--- config.mk ---
export PLATFORM = sky130hd
export DESIGN_NAME = reorder_buffer
export DESIGN_NICKNAME = d
export VERILOG_FILES = /design/src/rtl/reorder_buffer.sv
export SDC_FILE = /design/constraint.sdc
export NUM_CORES = 2
export LEC_CHECK = 0
export ABC_AREA = 1
export CAP_MARGIN = 10
export CORE_MARGIN = 5
export CORE_UTILIZATION = 50
export DETAILED_ROUTE_END_ITERATION = 8
export GPL_TIMING_DRIVEN = 0
export PLACE_DENSITY = 0.69
export SKIP_CTS_REPAIR_TIMING = 1
export SLEW_MARGIN = 30
export SYNTH_ARGS = -nofsm -noshare
export SYNTH_HDL_FRONTEND = slang
export SYNTH_SLANG_ARGS = --single-unit
export TNS_END_PERCENT = 10
--- constraint.sdc ---
create_clock -name clk -period 72.1 [get_ports clk]
set_input_delay 7.21 -clock clk [delete_from_list [all_inputs] [get_ports clk]]
set_output_delay 7.21 -clock clk [all_outputs]
set_load 0.01 [all_outputs]
--- src/rtl/reorder_buffer.sv ---
// Reorder buffer: in-order commit of out-of-order results, operand tag query with
// CDB bypass, and full flush on a mispredicted jump.
module reorder_buffer #(
    parameter int unsigned ROB_SIZE = 8,
    parameter int unsigned ROB_ID_W = 4
) (
    input  logic                clk,
    input  logic                rst,
    input  logic                rdy,
    input  logic                ena_from_dispatcher,
    input  logic [4:0]          rd_from_dispatcher,
    input  logic                is_jump_from_dispatcher,
    input  logic                is_store_from_dispatcher,
    input  logic                predicted_jump_from_dispatcher,
    input  logic [31:0]         pc_from_dispatcher,
    output logic [ROB_ID_W-1:0] rob_id_to_dispatcher,
    output logic                full_to_if,
    input  logic [ROB_ID_W-1:0] Q1_from_dispatcher,
    input  logic [ROB_ID_W-1:0] Q2_from_dispatcher,
    output logic                Q1_ready_to_dispatcher,
    output logic                Q2_ready_to_dispatcher,
    output logic [31:0]         data1_to_dispatcher,
    output logic [31:0]         data2_to_dispatcher,
    input  logic                valid_from_rs_cdb,
    input  logic [ROB_ID_W-1:0] rob_id_from_rs_cdb,
    input  logic [31:0]         result_from_rs_cdb,
    input  logic                real_jump_from_rs_cdb,
    input  logic [31:0]         target_pc_from_rs_cdb,
    input  logic                valid_from_ls_cdb,
    input  logic [ROB_ID_W-1:0] rob_id_from_ls_cdb,
    input  logic [31:0]         result_from_ls_cdb,
    output logic                commit_ena_to_reg,
    output logic [4:0]          commit_rd_to_reg,
    output logic [ROB_ID_W-1:0] commit_rob_id_to_reg,
    output logic [31:0]         commit_data_to_reg,
    output logic                commit_store_to_lsb,
    output logic [ROB_ID_W-1:0] commit_rob_id_to_lsb,
    output logic                rollback_flag,
    output logic [31:0]         target_pc_to_if,
    output logic                bp_update_ena,
    output logic [31:0]         bp_pc,
    output logic                bp_taken
);

    localparam int unsigned IDX_W = (ROB_SIZE > 1) ? $clog2(ROB_SIZE) : 1;
    localparam int unsigned CNT_W = $clog2(ROB_SIZE + 1);

    logic [IDX_W-1:0]    r_head, r_tail;
    logic [CNT_W-1:0]    r_count;
    logic [ROB_SIZE-1:0] r_busy, r_ready, r_is_jump, r_is_store, r_pred, r_real_jump;
    logic [4:0]          r_rd     [ROB_SIZE];
    logic [31:0]         r_pc     [ROB_SIZE];
    logic [31:0]         r_result [ROB_SIZE];
    logic [31:0]         r_target [ROB_SIZE];

    logic [ROB_SIZE-1:0] w_rs_hit, w_ls_hit;
    logic                w_alloc, w_commit, w_mispredict;
    logic [ROB_ID_W-1:0] w_head_id;
    logic [ROB_ID_W-1:0] w_q_tag [2];
    logic [1:0]          w_q_ready;
    logic [1:0][31:0]    w_q_data;

    function automatic logic [IDX_W-1:0] next_idx(input logic [IDX_W-1:0] idx);
        return (idx == IDX_W'(ROB_SIZE - 1)) ? '0 : idx + 1'b1;
    endfunction

    assign full_to_if           = (r_count == CNT_W'(ROB_SIZE));
    assign rob_id_to_dispatcher = ROB_ID_W'(r_tail) + ROB_ID_W'(1);
    assign w_head_id            = ROB_ID_W'(r_head) + ROB_ID_W'(1);
    assign w_alloc              = ena_from_dispatcher && !full_to_if;
    assign w_commit             = r_busy[r_head] && r_ready[r_head];
    assign w_mispredict         = w_commit && r_is_jump[r_head] &&
                                  (r_real_jump[r_head] != r_pred[r_head]);

    // Stores only complete through the load/store CDB.
    always_comb begin
        w_rs_hit = '0;
        w_ls_hit = '0;
        for (int i = 0; i < int'(ROB_SIZE); i++) begin
            w_rs_hit[i] = valid_from_rs_cdb && (rob_id_from_rs_cdb == ROB_ID_W'(i + 1)) &&
                          r_busy[i] && !r_is_store[i];
            w_ls_hit[i] = valid_from_ls_cdb && (rob_id_from_ls_cdb == ROB_ID_W'(i + 1)) &&
                          r_busy[i];
        end
    end

    assign w_q_tag[0] = Q1_from_dispatcher;
    assign w_q_tag[1] = Q2_from_dispatcher;

    always_comb begin
        w_q_ready = '0;
        w_q_data  = '0;
        for (int q = 0; q < 2; q++) begin
            if (w_q_tag[q] == '0) begin
                w_q_ready[q] = 1'b1;
            end else begin
                for (int i = 0; i < int'(ROB_SIZE); i++) begin
                    if ((w_q_tag[q] == ROB_ID_W'(i + 1)) && r_busy[i] && r_ready[i]) begin
                        w_q_ready[q] = 1'b1;
                        w_q_data[q]  = r_result[i];
                    end
                end
                if (!w_q_ready[q]) begin
                    if (valid_from_rs_cdb && (rob_id_from_rs_cdb == w_q_tag[q])) begin
                        w_q_ready[q] = 1'b1;
                        w_q_data[q]  = result_from_rs_cdb;
                    end else if (valid_from_ls_cdb && (rob_id_from_ls_cdb == w_q_tag[q])) begin
                        w_q_ready[q] = 1'b1;
                        w_q_data[q]  = result_from_ls_cdb;
                    end
                end
            end
        end
    end

    assign Q1_ready_to_dispatcher = w_q_ready[0];
    assign Q2_ready_to_dispatcher = w_q_ready[1];
    assign data1_to_dispatcher    = w_q_data[0];
    assign data2_to_dispatcher    = w_q_data[1];

    always_ff @(posedge clk or posedge rst) begin
        if (rst) begin
            r_head      <= '0;
            r_tail      <= '0;
            r_count     <= '0;
            r_busy      <= '0;
            r_ready     <= '0;
            r_is_jump   <= '0;
            r_is_store  <= '0;
            r_pred      <= '0;
            r_real_jump <= '0;
            for (int i = 0; i < int'(ROB_SIZE); i++) begin
                r_rd[i]     <= '0;
                r_pc[i]     <= '0;
                r_result[i] <= '0;
                r_target[i] <= '0;
            end
            commit_ena_to_reg    <= 1'b0;
            commit_rd_to_reg     <= '0;
            commit_rob_id_to_reg <= '0;
            commit_data_to_reg   <= '0;
            commit_store_to_lsb  <= 1'b0;
            commit_rob_id_to_lsb <= '0;
            rollback_flag        <= 1'b0;
            target_pc_to_if      <= '0;
            bp_update_ena        <= 1'b0;
            bp_pc                <= '0;
            bp_taken             <= 1'b0;
        end else begin
            // All outputs are single-cycle pulses; they fall back to 0 unless re-fired.
            commit_ena_to_reg    <= 1'b0;
            commit_rd_to_reg     <= '0;
            commit_rob_id_to_reg <= '0;
            commit_data_to_reg   <= '0;
            commit_store_to_lsb  <= 1'b0;
            commit_rob_id_to_lsb <= '0;
            rollback_flag        <= 1'b0;
            target_pc_to_if      <= '0;
            bp_update_ena        <= 1'b0;
            bp_pc                <= '0;
            bp_taken             <= 1'b0;
            if (rdy) begin
                if (w_commit) begin
                    if (r_is_store[r_head]) begin
                        commit_store_to_lsb  <= 1'b1;
                        commit_rob_id_to_lsb <= w_head_id;
                    end else if (r_rd[r_head] != 5'd0) begin
                        commit_ena_to_reg    <= 1'b1;
                        commit_rd_to_reg     <= r_rd[r_head];
                        commit_rob_id_to_reg <= w_head_id;
                        commit_data_to_reg   <= r_result[r_head];
                    end
                    if (r_is_jump[r_head]) begin
                        bp_update_ena <= 1'b1;
                        bp_pc         <= r_pc[r_head];
                        bp_taken      <= r_real_jump[r_head];
                    end
                end
                if (w_mispredict) begin
                    rollback_flag   <= 1'b1;
                    target_pc_to_if <= r_real_jump[r_head] ? r_target[r_head]
                                                           : r_pc[r_head] + 32'd4;
                    r_busy  <= '0;
                    r_ready <= '0;
                    r_head  <= '0;
                    r_tail  <= '0;
                    r_count <= '0;
                end else begin
                    if (w_alloc) begin
                        r_busy[r_tail]      <= 1'b1;
                        r_ready[r_tail]     <= 1'b0;
                        r_rd[r_tail]        <= rd_from_dispatcher;
                        r_is_jump[r_tail]   <= is_jump_from_dispatcher;
                        r_is_store[r_tail]  <= is_store_from_dispatcher;
                        r_pred[r_tail]      <= predicted_jump_from_dispatcher;
                        r_pc[r_tail]        <= pc_from_dispatcher;
                        r_result[r_tail]    <= '0;
                        r_real_jump[r_tail] <= 1'b0;
                        r_target[r_tail]    <= '0;
                        r_tail              <= next_idx(r_tail);
                    end
                    for (int i = 0; i < int'(ROB_SIZE); i++) begin
                        if (w_rs_hit[i]) begin
                            r_ready[i]     <= 1'b1;
                            r_result[i]    <= result_from_rs_cdb;
                            r_real_jump[i] <= real_jump_from_rs_cdb;
                            r_target[i]    <= target_pc_from_rs_cdb;
                        end
                        if (w_ls_hit[i]) begin
                            r_ready[i]  <= 1'b1;
                            r_result[i] <= result_from_ls_cdb;
                        end
                    end
                    if (w_commit) begin
                        r_busy[r_head]  <= 1'b0;
                        r_ready[r_head] <= 1'b0;
                        r_head          <= next_idx(r_head);
                    end
                    case ({w_alloc, w_commit})
                        2'b10:   r_count <= r_count + CNT_W'(1);
                        2'b01:   r_count <= r_count - CNT_W'(1);
                        default: r_count <= r_count;
                    endcase
                end
            end
        end
    end

endmodule
==> run metrics <==
Mapped Cells=8838; Period Utilization, post-route=between 20% and 30%; I/O pin total=344; Via-to-Cell Ratio=6.70; hold_sp=r_pc[20]; vias in the first global route=68246; routed wire length=335000 µm; Clock Path Buffers=3; yosys warns=0; Hold Fails Final Rpt=0; setup_tns=0 ns; worst hold slack=between 0.4 and 0.5 ns; Synth area leaders=dfrtp_1 40%, nand2_1 19%, nand4_1 9.2%; crit path kind=in -> out; syn_area_per_cell=~7 µm²; Internal=1300 µW; crit-path cells=clkdlybuf4s50_1 -> clkinv_1 -> a211oi_1 -> nand2_1 -> nor2_1 -> clkinv_1 -> nand2_1 -> nand2_1 -> inv_1 -> clkbuf_1 -> nand2_1 -> nand2_1 -> nor2_1 -> clkdlybuf4s50_1; Post-synth ARST share=100%; wire per inst=30.5 µm; Slew Limit Fails=0; Buf+Inv Stages, Crit Path=6; Seq pwr share=33.9%; library cells used by synthesis=51; cell family with most CP delay=buffers and inverters; TritonCTS clock tree=built; peak supply drop=between 20 and 25 µV; PD cells=approximately 33 nW/µm²; DP HPWL=252000 µm; Total Routing Usage GR=49.2%; Final Setup Violations=0; total congestion overflow=0; htree depth=3; Core Box Area=about 120000 µm²; clk sinks=between 900 and 1000; RSZ-0062 raised after global routing=no; Mapped Area=61600 µm²; Port-buffer cells=~270; biggest regs=r_pc (256), r_result (256), r_target (256); Worst Setup SP=valid_from_rs_cdb; min-delay worst type=reg -> reg; clk_lat worst skew=0.77 ns; leakage power=0.0340 µW; Worst setup SP type=primary input; die width=between 300 and 400 µm; status=complete, no violations; largest area contributor in the netlist=dfrtp_1; layout cell share with drive strength beyond 1=around 6.3%; FP Rows=128; first-pass GRT wire length=474000 µm; Iter 0 DRT Violations=12429; Top FF cell, synth=dfrtp_1; initial antenna violation count=41; sw power=1060 µW; CTS buffer count=110; Residual DRC=0; switch share=45.1%; Clock Power Share=between 20% and 30%; combinational share of power=between 30% and 40%; first drt pass iteration count=9; Nets=9419; pin count of the biggest net entering global routing=93; die area=130000 µm²; Die H=approximately 360 µm; GP Congestion=1.12; Synth top area share=39.8%; Crit Path Max Fanout=10; Worst path slowest cell=clkdlybuf4s50_1; maximum clock frequency=roughly 52 MHz; Slowest Stage Delay on Critical Path=between 0.7 and 0.8 ns; Req. time, crit path=approximately 65 ns; Critical Path AT=12.02 ns; R2R setup slack=67.50 ns; Vias=73707; most used cell, CP=nand2_1; CTS Root Cell=clkbuf_16; clk_skew=0.0370 ns; Worst-Margin Slew=1.18 ns; Area Growth Syn to Fin=15.6%; Final ANT Viol Nets=0; crit end category=output pin; sequential fraction of the synthesis area=39.8%; Max-Cap Viols=0; Final Critical Period=between 15 and 20 ns; filler cell count=11657; Yosys reg bits=980; initial core utilization=50.4%; Clock Pin Slew Worst Setup and Hold Paths=approximately 0.060 ns; number of flops mapped to enable cells by yosys=0; Slew HR=21.2%; Post-Syn Nets=~9000; reg2reg start=r_count[1]
-- per-stage QoR --
| stage | setup WS, ns | cell area [µm²] | util [%] | cells | total power (µW) |
|---|---|---|---|---|---|
| 3_3_place_gp | 24.36 | 66400 | 54.3 | 10732 | 1630 |
| 5_1_grt | 52.82 | 71200 | 58.3 | 10975 | 2420 |
| 6_report | 52.87 | 71300 | 58.3 | 11003 | 2360 |
| 2_1_floorplan | 37.32 | 61600 | - | 8838 | 1270 |
| 3_5_place_dp | 53.25 | 67200 | 55.0 | 10763 | 1660 |
| 4_1_cts | 53.22 | 71100 | 58.2 | 10963 | 2280 |
-- power groups by stage --
stage	Clock (µW)	Combinational [µW]	Sequential (µW)
after global placement	0	834	797
final	631	927	800
after floorplan	0	510	758
after global routing	647	966	809
after CTS	623	871	790
after detailed placement	0	867	797
-- final cells by class --
cell class                      instances  area, µm²  area share [%]
Buffer                                858       4130            5.80
Tap cell                             1625       2030            2.85
Clock buffer                          157       3250            4.57
Antenna cell                           38       95.1           0.133
Sequential cell                       980      24500            34.4
Inverter                              454       1720            2.41
Clock inverter                         43        659           0.925
Timing Repair Buffer                  302       3450            4.84
Multi-Input combinational cell       6546      31400            44.1
-- Yosys cell counts (3+ instances only) --
library cell  instances
nand2_1            3185
dfrtp_1             980
nand4_1             910
nand3_1             801
clkbuf_1            515
inv_1               425
o21ai_0             413
nor2_1              299
o211ai_1            267
o22ai_1             251
a21oi_1             145
buf_2               120
buf_1                97
buf_6                81
clkbuf_2             40
o221ai_1             36
o311ai_0             29
nor3_1               25
o2111ai_1            21
or2_2                17
or4_1                16
inv_2                14
xor2_1               14
clkinv_1             13
o22a_1               13
o31ai_1              11
nand3_2              10
o21ai_1              10
o41ai_1              10
a221oi_1              8
a22oi_1               8
a22o_1                7
ha_1                  7
a211oi_1              5
buf_4                 5
o21bai_1              4
and3_1                3
nand3b_1              3
nor4_1                3
-- logic make-up (layout without fill, tap and decap cells) --
group,count (synthesis),count (layout),synth area share (%)
flops,980,980,39.8
simple gates,5277,5277,37.9
xor+xnor,16,16,0.227
other cells,0,38,0
compound gates,1244,1244,12.6
mux,1,1,0.0162
buf+inv,1312,1814,9.34
fa+ha+maj,8,8,0.175
-- cells in the final DEF (no fill, tap or decap), drive strengths merged, types with 4 or more instances in the layout --
| cell | n |
|---|---|
| nor2 | 300 |
| a22oi | 8 |
| bufinv | 15 |
| nor3 | 25 |
| nand2 | 3187 |
| clkdlybuf4s50 | 269 |
| a221oi | 8 |
| o22ai | 251 |
| ha | 7 |
| or2 | 17 |
| o22a | 13 |
| diode | 38 |
| o2111ai | 21 |
| o21ai | 423 |
| nand3 | 812 |
| xor2 | 14 |
| o41ai | 10 |
| a22o | 7 |
| o221ai | 36 |
| o31ai | 11 |
| a21oi | 145 |
| a211oi | 6 |
| clkinv | 29 |
| nand4 | 910 |
| inv | 445 |
| o21bai | 4 |
| o211ai | 267 |
| or4 | 16 |
| clkbuf | 713 |
| clkinvlp | 8 |
| o311ai | 29 |
| buf | 335 |
| dfrtp | 980 |
-- routing by layer --
| layer | share of wire, % | wire length (µm) | global-route usage [%] |
|---|---|---|---|
| met1 | 35 | 116000 | 59.7 |
| met4 | 9.5 | 31800 | 38.9 |
| met2 | 41 | 138000 | 70.6 |
| met5 | 0.054 | 180 | 0.0726 |
| met3 | 15 | 49900 | 17.9 |
-- final timing paths --
| check | end | cells past startpoint |
|---|---|---|
| max | data2_to_dispatcher[31] | 14 |
| min | r_pc[20] | 2 |
| max reg2reg | r_target[156] | 9 |
| min reg2reg | r_pc[20] | 2 |
| max in group asynchronous | commit_data_to_reg[26] | 6 |
| min in group asynchronous | r_target[139] | 2 |
-- worst min-delay path, delay by kind of cell (launching register included) --
family | cells | cell delay, ns
flip-flops | 1 | 0.35
AND/OR/NAND/NOR | 2 | 0.09
(Power assumes the default switching activity.)
